===== src/rtl/hamming_pkg.sv =====
// ============================================================================
// Module      : hamming_pkg
// Description : Shared types and the SECDED Hamming(16,11) encode function
//               used by the encoder engine and its consumers.
// Revision    : 1.0 - initial release
// ============================================================================
`default_nettype none

package hamming_pkg;

  localparam int MSG_W = 11;
  localparam int CW_W  = 16;

  // Parity bit positions inside the 16-bit codeword
  localparam int P0_POS = 0;
  localparam int P1_POS = 1;
  localparam int P2_POS = 2;
  localparam int P4_POS = 4;
  localparam int P8_POS = 8;

  typedef enum logic [2:0] {
    ST_IDLE  = 3'd0,
    ST_RD_LO = 3'd1,
    ST_RD_HI = 3'd2,
    ST_CAP   = 3'd3,
    ST_WR_LO = 3'd4,
    ST_WR_HI = 3'd5,
    ST_DONE  = 3'd6
  } state_t;

  typedef struct packed {
    logic [7:0] msw;
    logic [7:0] lsw;
  } codeword_t;

  // msg[k-1] holds message bit bk (b1..b11)
  function automatic logic [CW_W-1:0] hamm_encode(input logic [MSG_W-1:0] msg);
    logic [CW_W-1:0] cw;
    cw           = '0;
    cw[15:9]     = msg[10:4];
    cw[7:5]      = msg[3:1];
    cw[3]        = msg[0];
    cw[P8_POS]   = ^msg[10:4];
    cw[P4_POS]   = ^{msg[10:7], msg[3:1]};
    cw[P2_POS]   = ^{msg[10:9], msg[6:5], msg[3:2], msg[0]};
    cw[P1_POS]   = ^{msg[10], msg[8], msg[6], msg[4], msg[3], msg[1], msg[0]};
    // Overall parity covers every other codeword bit
    cw[P0_POS]   = ^cw[CW_W-1:1];
    return cw;
  endfunction

endpackage

`default_nettype wire


===== src/rtl/hamming_enc_core.sv =====
// ============================================================================
// Module      : hamming_enc_core
// Description : Combinational 11-bit to 16-bit SECDED Hamming encoder.
// Revision    : 1.0 - initial release
// ============================================================================
`default_nettype none

module hamming_enc_core
  import hamming_pkg::*;
(
  input  logic [MSG_W-1:0] i_msg,
  output logic [CW_W-1:0]  o_codeword
);

  // Pure function wrapper so the engine and any consumer share one encoding
  assign o_codeword = hamm_encode(i_msg);

endmodule

`default_nettype wire


===== src/rtl/hamming_enc_engine.sv =====
// ============================================================================
// Module      : hamming_enc_engine
// Description : Memory-mastering SECDED Hamming(16,11) encoder. On Start it
//               reads NUM_MSG two-byte messages at SRC_BASE, encodes them and
//               writes two-byte codewords at DST_BASE, then raises Ack.
//               Optional macro ERR_INJECT_EN adds InjMask, XORed into every
//               codeword before it is written.
// Revision    : 1.0 - initial release
// ============================================================================
`default_nettype none

module hamming_enc_engine
  import hamming_pkg::*;
#(
  parameter int ADDR_W   = 8,
  parameter int NUM_MSG  = 15,
  parameter int SRC_BASE = 0,
  parameter int DST_BASE = 30
) (
  input  logic              Clk,
  input  logic              Reset_n,
`ifdef ERR_INJECT_EN
  input  logic [15:0]       InjMask,
`endif
  input  logic              Start,
  output logic              Ack,
  output logic              Busy,
  output logic [ADDR_W-1:0] MemAddr,
  output logic              MemWrEn,
  output logic [7:0]        MemWrData,
  input  logic [7:0]        MemRdData
);

  localparam int IDX_W = (NUM_MSG > 1) ? $clog2(NUM_MSG) : 1;
  localparam logic [IDX_W-1:0]  LAST_IDX = IDX_W'(NUM_MSG - 1);
  localparam logic [ADDR_W-1:0] SRC_A    = ADDR_W'(SRC_BASE);
  localparam logic [ADDR_W-1:0] DST_A    = ADDR_W'(DST_BASE);
  localparam logic [ADDR_W-1:0] ONE_A    = ADDR_W'(1);

  state_t            state_q, state_d;
  logic [IDX_W-1:0]  idx_q, idx_d;
  logic [7:0]        lo_q, lo_d;
  codeword_t         cw_q, cw_d;
  logic [15:0]       inj_q, inj_d;
  logic [CW_W-1:0]   enc_cw;
  logic [ADDR_W-1:0] msg_off;
  logic              unused_rd_hi;

  // Upper five bits of the message MSW carry no data
  assign unused_rd_hi = ^MemRdData[7:3];

  // Byte offset of message/codeword i (wraps modulo 2^ADDR_W)
  assign msg_off = ADDR_W'(idx_q) << 1;

  // MSW arrives on MemRdData during CAP, so encode straight from the bus
  hamming_enc_core u_core (
    .i_msg      ({MemRdData[2:0], lo_q}),
    .o_codeword (enc_cw)
  );

  // State and datapath registers; reset aborts any run in progress
  always_ff @(posedge Clk or negedge Reset_n) begin
    if (!Reset_n) begin
      state_q <= ST_IDLE;
      idx_q   <= '0;
      lo_q    <= '0;
      cw_q    <= '0;
      inj_q   <= '0;
    end else begin
      state_q <= state_d;
      idx_q   <= idx_d;
      lo_q    <= lo_d;
      cw_q    <= cw_d;
      inj_q   <= inj_d;
    end
  end

  // Next-state, datapath updates and memory-port outputs
  always_comb begin
    state_d   = state_q;
    idx_d     = idx_q;
    lo_d      = lo_q;
    cw_d      = cw_q;
    inj_d     = inj_q;
    Ack       = 1'b0;
    Busy      = 1'b0;
    MemAddr   = '0;
    MemWrEn   = 1'b0;
    MemWrData = '0;
    case (state_q)
      ST_IDLE, ST_DONE: begin
        Ack = (state_q == ST_DONE);
        if (Start) begin
          state_d = ST_RD_LO;
          idx_d   = '0;
`ifdef ERR_INJECT_EN
          inj_d   = InjMask;
`else
          inj_d   = '0;
`endif
        end
      end
      ST_RD_LO: begin
        Busy    = 1'b1;
        MemAddr = SRC_A + msg_off;
        state_d = ST_RD_HI;
      end
      ST_RD_HI: begin
        Busy    = 1'b1;
        MemAddr = SRC_A + msg_off + ONE_A;
        lo_d    = MemRdData;
        state_d = ST_CAP;
      end
      ST_CAP: begin
        Busy    = 1'b1;
        cw_d    = codeword_t'(enc_cw ^ inj_q);
        state_d = ST_WR_LO;
      end
      ST_WR_LO: begin
        Busy      = 1'b1;
        MemAddr   = DST_A + msg_off;
        MemWrEn   = 1'b1;
        MemWrData = cw_q.lsw;
        state_d   = ST_WR_HI;
      end
      ST_WR_HI: begin
        Busy      = 1'b1;
        MemAddr   = DST_A + msg_off + ONE_A;
        MemWrEn   = 1'b1;
        MemWrData = cw_q.msw;
        if (idx_q == LAST_IDX) begin
          state_d = ST_DONE;
        end else begin
          idx_d   = idx_q + IDX_W'(1);
          state_d = ST_RD_LO;
        end
      end
      default: state_d = ST_IDLE;
    endcase
  end

endmodule

`default_nettype wire


===== config.mk =====
export PLATFORM = sky130hd
export DESIGN_NAME = hamming_enc_engine
export DESIGN_NICKNAME = d
export VERILOG_FILES = /design/src/rtl/hamming_pkg.sv /design/src/rtl/hamming_enc_core.sv /design/src/rtl/hamming_enc_engine.sv
export SDC_FILE = /design/constraint.sdc
export NUM_CORES = 1
export LEC_CHECK = 0
export CAP_MARGIN = 30
export CORE_MARGIN = 10
export CORE_UTILIZATION = 40
export CTS_CLUSTER_DIAMETER = 150
export DETAILED_ROUTE_END_ITERATION = 16
export PLACE_DENSITY = 0.73
export SLEW_MARGIN = 40
export SYNTH_ARGS = -nofsm -noshare
export SYNTH_HDL_FRONTEND = slang
export SYNTH_SLANG_ARGS = --single-unit
export TNS_END_PERCENT = 20

===== constraint.sdc =====
create_clock -name Clk -period 4.4 [get_ports Clk]
set_clock_uncertainty 0.05 [all_clocks]
set_input_delay 1.32 -clock Clk [delete_from_list [all_inputs] [get_ports Clk]]
set_output_delay 1.32 -clock Clk [all_outputs]
set_load 0.02 [all_outputs]

# Word-level counts from Yosys, hierarchy flattened
# Index checks and enable logic that the tools add are counted.
[totals]
reg_bits = 31
latch_bits = 0
ramBits = 0
rom_bits = 0
in_bits = 11
output_inout_bits = 19
word_cells = 40
n_memories = 0
[classes]
n_addsub = 4
mul = 0
n_div = 0
order_cmp = 0
n_eq_ne = 9
n_shift = 0
n_mux = 11
bitwise = 0
reduce_logical = 11
[op_table]
columns = ["op", "count"]
rows = [
  ["7-bit one-hot mux with 4 select lines", 1],
  ["7-bit parity", 4],
  ["3-bit one-hot mux with 6 select lines", 1],
  ["8-bit one-hot mux with 2 select lines", 1],
  ["15-bit parity", 1],
  ["3-bit equality test (second input constant)", 3],
  ["4-bit two-way mux", 2],
  ["4-bit one-hot mux with 2 select lines", 1],
  ["6-bit by 1-bit adder with 7-bit output (second input constant)", 1],
  ["5-bit by 1-bit adder with 6-bit output (second input constant)", 1],
  ["5-bit by 5-bit adder with 6-bit output (first input constant)", 1],
  ["3-bit by 2-bit equality test with 1-bit output (second input constant)", 2],
  ["3-bit two-way mux", 2],
  ["5-bit OR reduction", 1],
  ["4-bit by 1-bit adder with 4-bit output (second input constant)", 1],
  ["4-bit equality test (second input constant)", 1],
  ["2-bit inequality test (second input constant)", 2],
  ["2-bit OR reduction", 2],
  ["3-bit by 1-bit equality test with 1-bit output (second input constant)", 1],
  ["3-bit logical NOT", 1],
  ["1-bit two-way mux", 3],
  ["3-bit AND reduction", 1],
  ["2-bit nonzero test", 1],
]

# Depth between registers and ports, before layout
[depth]
word_depth = 4
depth_mapped = 7
ltp_nobuf = 7

# By module
# From an unflattened synthesis, not the netlist that was laid out.
[unflattened]
cells_unflattened = 177
hier_area_um2 = 1938.1
[modules_own_cells]
columns = ["mod", "instances", "cells_each", "area_each_um2"]
rows = [
  ["hamming_enc_engine", 1, 148, 1669.1],
  ["hamming_enc_core", 1, 29, 269.0],
]

# Least setup slack after synthesis
# Ideal clock, no wire load.
[synth_timing]
path_type = "reg2out"
start = "register state_q[1]"
end = "output port MemAddr[1]"
arrival_time_ns = 1.744
t_required_ns = 3.030
setup_slack_ns = 1.286
stages_incl_launch_ff = 6
path_cell_list = "dfrtp_1 buf_2 inv_1 ha_1 nand2_1 o21ai_0"
[synth_via]
elab_chain_cells = 2
word_cells_on_any_way = 5
[synth_rtl]
columns = ["element", "line", "source"]
rows = [
  ["start, declared", "hamming_enc_engine.sv:40", "state_t state_q, state_d;"],
  ["start signal, assigned", "hamming_enc_engine.sv:70", "state_q <= state_d;"],
  ["3-bit equality test, or another cell as far along", "hamming_enc_engine.sv:90", "case (state_q)"],
  ["7-bit one-hot mux with 4 select lines (*)", "hamming_enc_engine.sv:90", ""],
  ["end, declared", "hamming_enc_engine.sv:28", "output logic [ADDR_W-1:0] MemAddr,"],
]
# Mark *: on every way between the ends. The rest lies on a longest branch, timed or not.

# Worst setup path in the final report
[layout_timing]
start = "register state_q[0]"
end = "output port MemAddr[3]"
# Same word-level chain as after synthesis.

==> flow_summary_export.csv <==
group,metric,value,unit
outcome,status,"completed",
drt,ant_nets,0,
worst_setup_path,criticalPathCategory,"register to primary output",
global_route,grt_pass1_wl,6.154,mm
yosys,seq_area_frac_synth,42.29,%
worst_setup_path,crit_slowest_cell,"dfrtp_1",
drt,vias,1268,
drt,routedWlPerCell,14.37,um
pwr,p_per_area,331.1,nW/um2
placement,dp.final_hpwl,2.747,mm
clocking,cts_resized,0,
drt,route.met2.wl,1.808,mm
drt,wl,3.636,mm
floorplan,dieWidth,87.72,um
worst_setup_path,start_kind,"register",
yosys,yosysUniqueCellTypes,37,
final_layout,diodes,0,
clocking,clock-sinks,31,
worst_setup_path,worstPathMaxFanout,17,
sta,fin_tns_setup,0,ns
global_route,grt_overflow_total,0,
worst_setup_path,critPathCaptureType,"primary output",
clocking,postCtsSetupBuffers,0,
clocking,cts_inserted_buffers,5,
placement,dpl.cell_count,245,
drt,met1_length,1.630,mm
sta,min_period,3.830,ns
min_path,holdPathStages,2,
flow_run,cap_violations,0,
sta,rsz0062_at_grt,"no",
worst_setup_path,crit_cells,5,
worst_setup_path,crit_family,"buffers and inverters",
sta,relSlewSlack,53.03,%
floorplan,top_level_ports,30,
yosys,syn-mean-instance-area,10.60,um2
worst_setup_path,critPathBufInv,2,
yosys,syn_area,1834,um2
sta,finalHoldViolCount,0,
yosys,yosysWarningCount,0,
clocking,postCtsHoldBufs,0,
worst_setup_path,cpPeakStageDelay,0.80,ns
final_layout,drive_gt1_share,17.41,%
placement,place_congestion,0.8663,
global_route,antenna_found_initial,0,
clocking,clk_pin_slew_worst_paths,0.07,ns
clocking,cts_tree,"done",
worst_setup_path,crit_required,3.03,ns
worst_setup_path,rr_worst_depth,3,
clocking,ctsRootBufferMaster,"clkbuf_8",
final_layout,areaGrowthSynthToFinish,22.92,%
global_route,grt_usage,10.11,%
sta,min_period_over_period,87.04,%
worst_setup_path,worstPathArrival,2.46,ns
worst_setup_path,crit_chain,"inv_1 > nor2_1 > a32oi_1 > o21ai_0 > clkdlybuf4s50_1",
sta,finalMaxSlewViolations,0,
min_path,hold_path_class,"register to register",
yosys,netlist_instances,173,
sta,setup_viol,0,
yosys,ys_seq_elements,31,
clocking,clock_latency,0.28,ns
final_layout,final_core_util,51.43,%
drt,dr.pass1.iters,4,
floorplan,start_util,41.84,%
floorplan,die_h,87.72,um
global_route,grt_max_degree,32,
sta,clock.fmax,0.2611,GHz
floorplan,num_rows,24,
drt,viasPerCell,5.012,
drt,routed-wl-met3,128,um
final_layout,layoutNonFillerInstCount,253,
placement,port_buffers,27,
pwr,ir_drop,0.0002012,V
floorplan,core-area,4384,um2
pwr,p_leak,1.027,nW
global_route,grt_pass1_vias,1296,
sta,tightest_slew,0.7045,ns
clocking,cts_max_level,2,
clocking,clock_path_buffers,2,
floorplan,die_area,7694,um2
final_layout,finalNetCount,215,
drt,drt_iter0_drc,102,
drt,highest_layer,"met4",
drt,drc,0,
[worst reg2reg max path, stage by stage (launching register included)]
cell	delay, ns
dfrtp_1	0.80
inv_1	0.23
or2_2	0.53
mux2_2	0.33
[cells in the final DEF, fill, tap and decap left out, drive strengths merged, types with 3 or more instances in the layout]
cell type and count:
dfrtp 31, clkdlybuf4s50 27, mux2 20, nor2 18, nand2 16, xnor2 16, o21ai 10, mux2i 8
xor2 7, inv 6, clkbuf 6, ha 4, a32oi 3
[where the power goes]
group / internal (mW) / total [mW] / switching [mW]
sequential: 0.312 / 0.328 / 0.0163
combinational: 0.0759 / 0.134 / 0.0581
clock: 0.183 / 0.284 / 0.101
[through the flow]
step                power (mW)  hold slack (ns)  cell area, um2  setup WS (ns)
floorplan               0.4242           0.3992            1838          1.286
global placement        0.4659           0.4158            2137         0.9572
detailed placement      0.4690           0.4243            2137         0.8973
CTS                     0.7568           0.4391            2255         0.5884
global route            0.7892           0.4775            2255         0.3934
finish                  0.7465           0.4351            2255         0.5702
[final cells by class]
class                   instances  area [um2]
fillers                       388        2130
inverters                       6       22.52
repair buffers                 29       285.3
clock inverters                 2       35.03
flip-flops and latches         31       775.7
clock buffers                   6       82.58
multi-input cells             127       988.4
well taps                      52       65.06
[synth_stat cells (all sizes together)]
cell    number  share of area [%]
nor2        18                3.7
ha           4                2.7
o41ai        1               0.48
nand4        1               0.34
a21oi        1               0.27
or3          1               0.34
nand3        2               0.55
nand2       16                3.3
buf          7                2.2
o21ai       10                2.7
nand2b       2               0.68
nor2b        2               0.68
or2          1               0.34
conb         1               0.20
clkbuf       3               0.61
xor2         7                3.8
nor3         2               0.55
xnor2       16                8.9
a32o         1               0.55
inv          6                1.2
nor3b        1               0.41
a221o        1               0.55
mux2        20                 12
o22ai        1               0.34
a21o         1               0.41
xnor3        1                1.2
o21a         1               0.41
a22o         1               0.48
a32oi        3                1.4
mux2i        8                4.4
dfrtp       31                 42
xor3         1                1.3
and3b        1               0.48
[path summary, 6_finish.rpt]
path	end	start	slack (ns)
max in group asynchronous	cw_q[11]	Reset_n	2.62
hold reg to reg	cw_q[8]	cw_q[8]	0.44
setup / recovery	MemAddr[3]	state_q[0]	0.57
min in group asynchronous	cw_q[0]	Reset_n	1.39
setup reg to reg	cw_q[6]	state_q[0]	2.35
hold / removal	cw_q[8]	cw_q[8]	0.44
[flip-flops by register name, summed over array words and instances (netlist names)]
register / cells
cw_q: 16
idx_q: 4
lo_q: 8
state_q: 3
[routing by layer]
metal,vias up,global-route usage (%)
met5,-,0
met4,0,6.522
met3,5,2.136
met2,18,15.87
met1,611,12.25
li1,634,-
[logic make-up after synthesis]
family	after synthesis	synth area share [%]
AO/OA/AOI/OAI	21	7.641
buffers and inverters	16	4.024
other	1	0.2044
AND/OR/NAND/NOR	47	11.32
adder cells (fa/ha/maj)	4	2.729
XOR/XNOR	25	15.14
flip-flops	31	42.29
multiplexers	28	16.64
No activity file was read; power rests on OpenSTA's default activity.
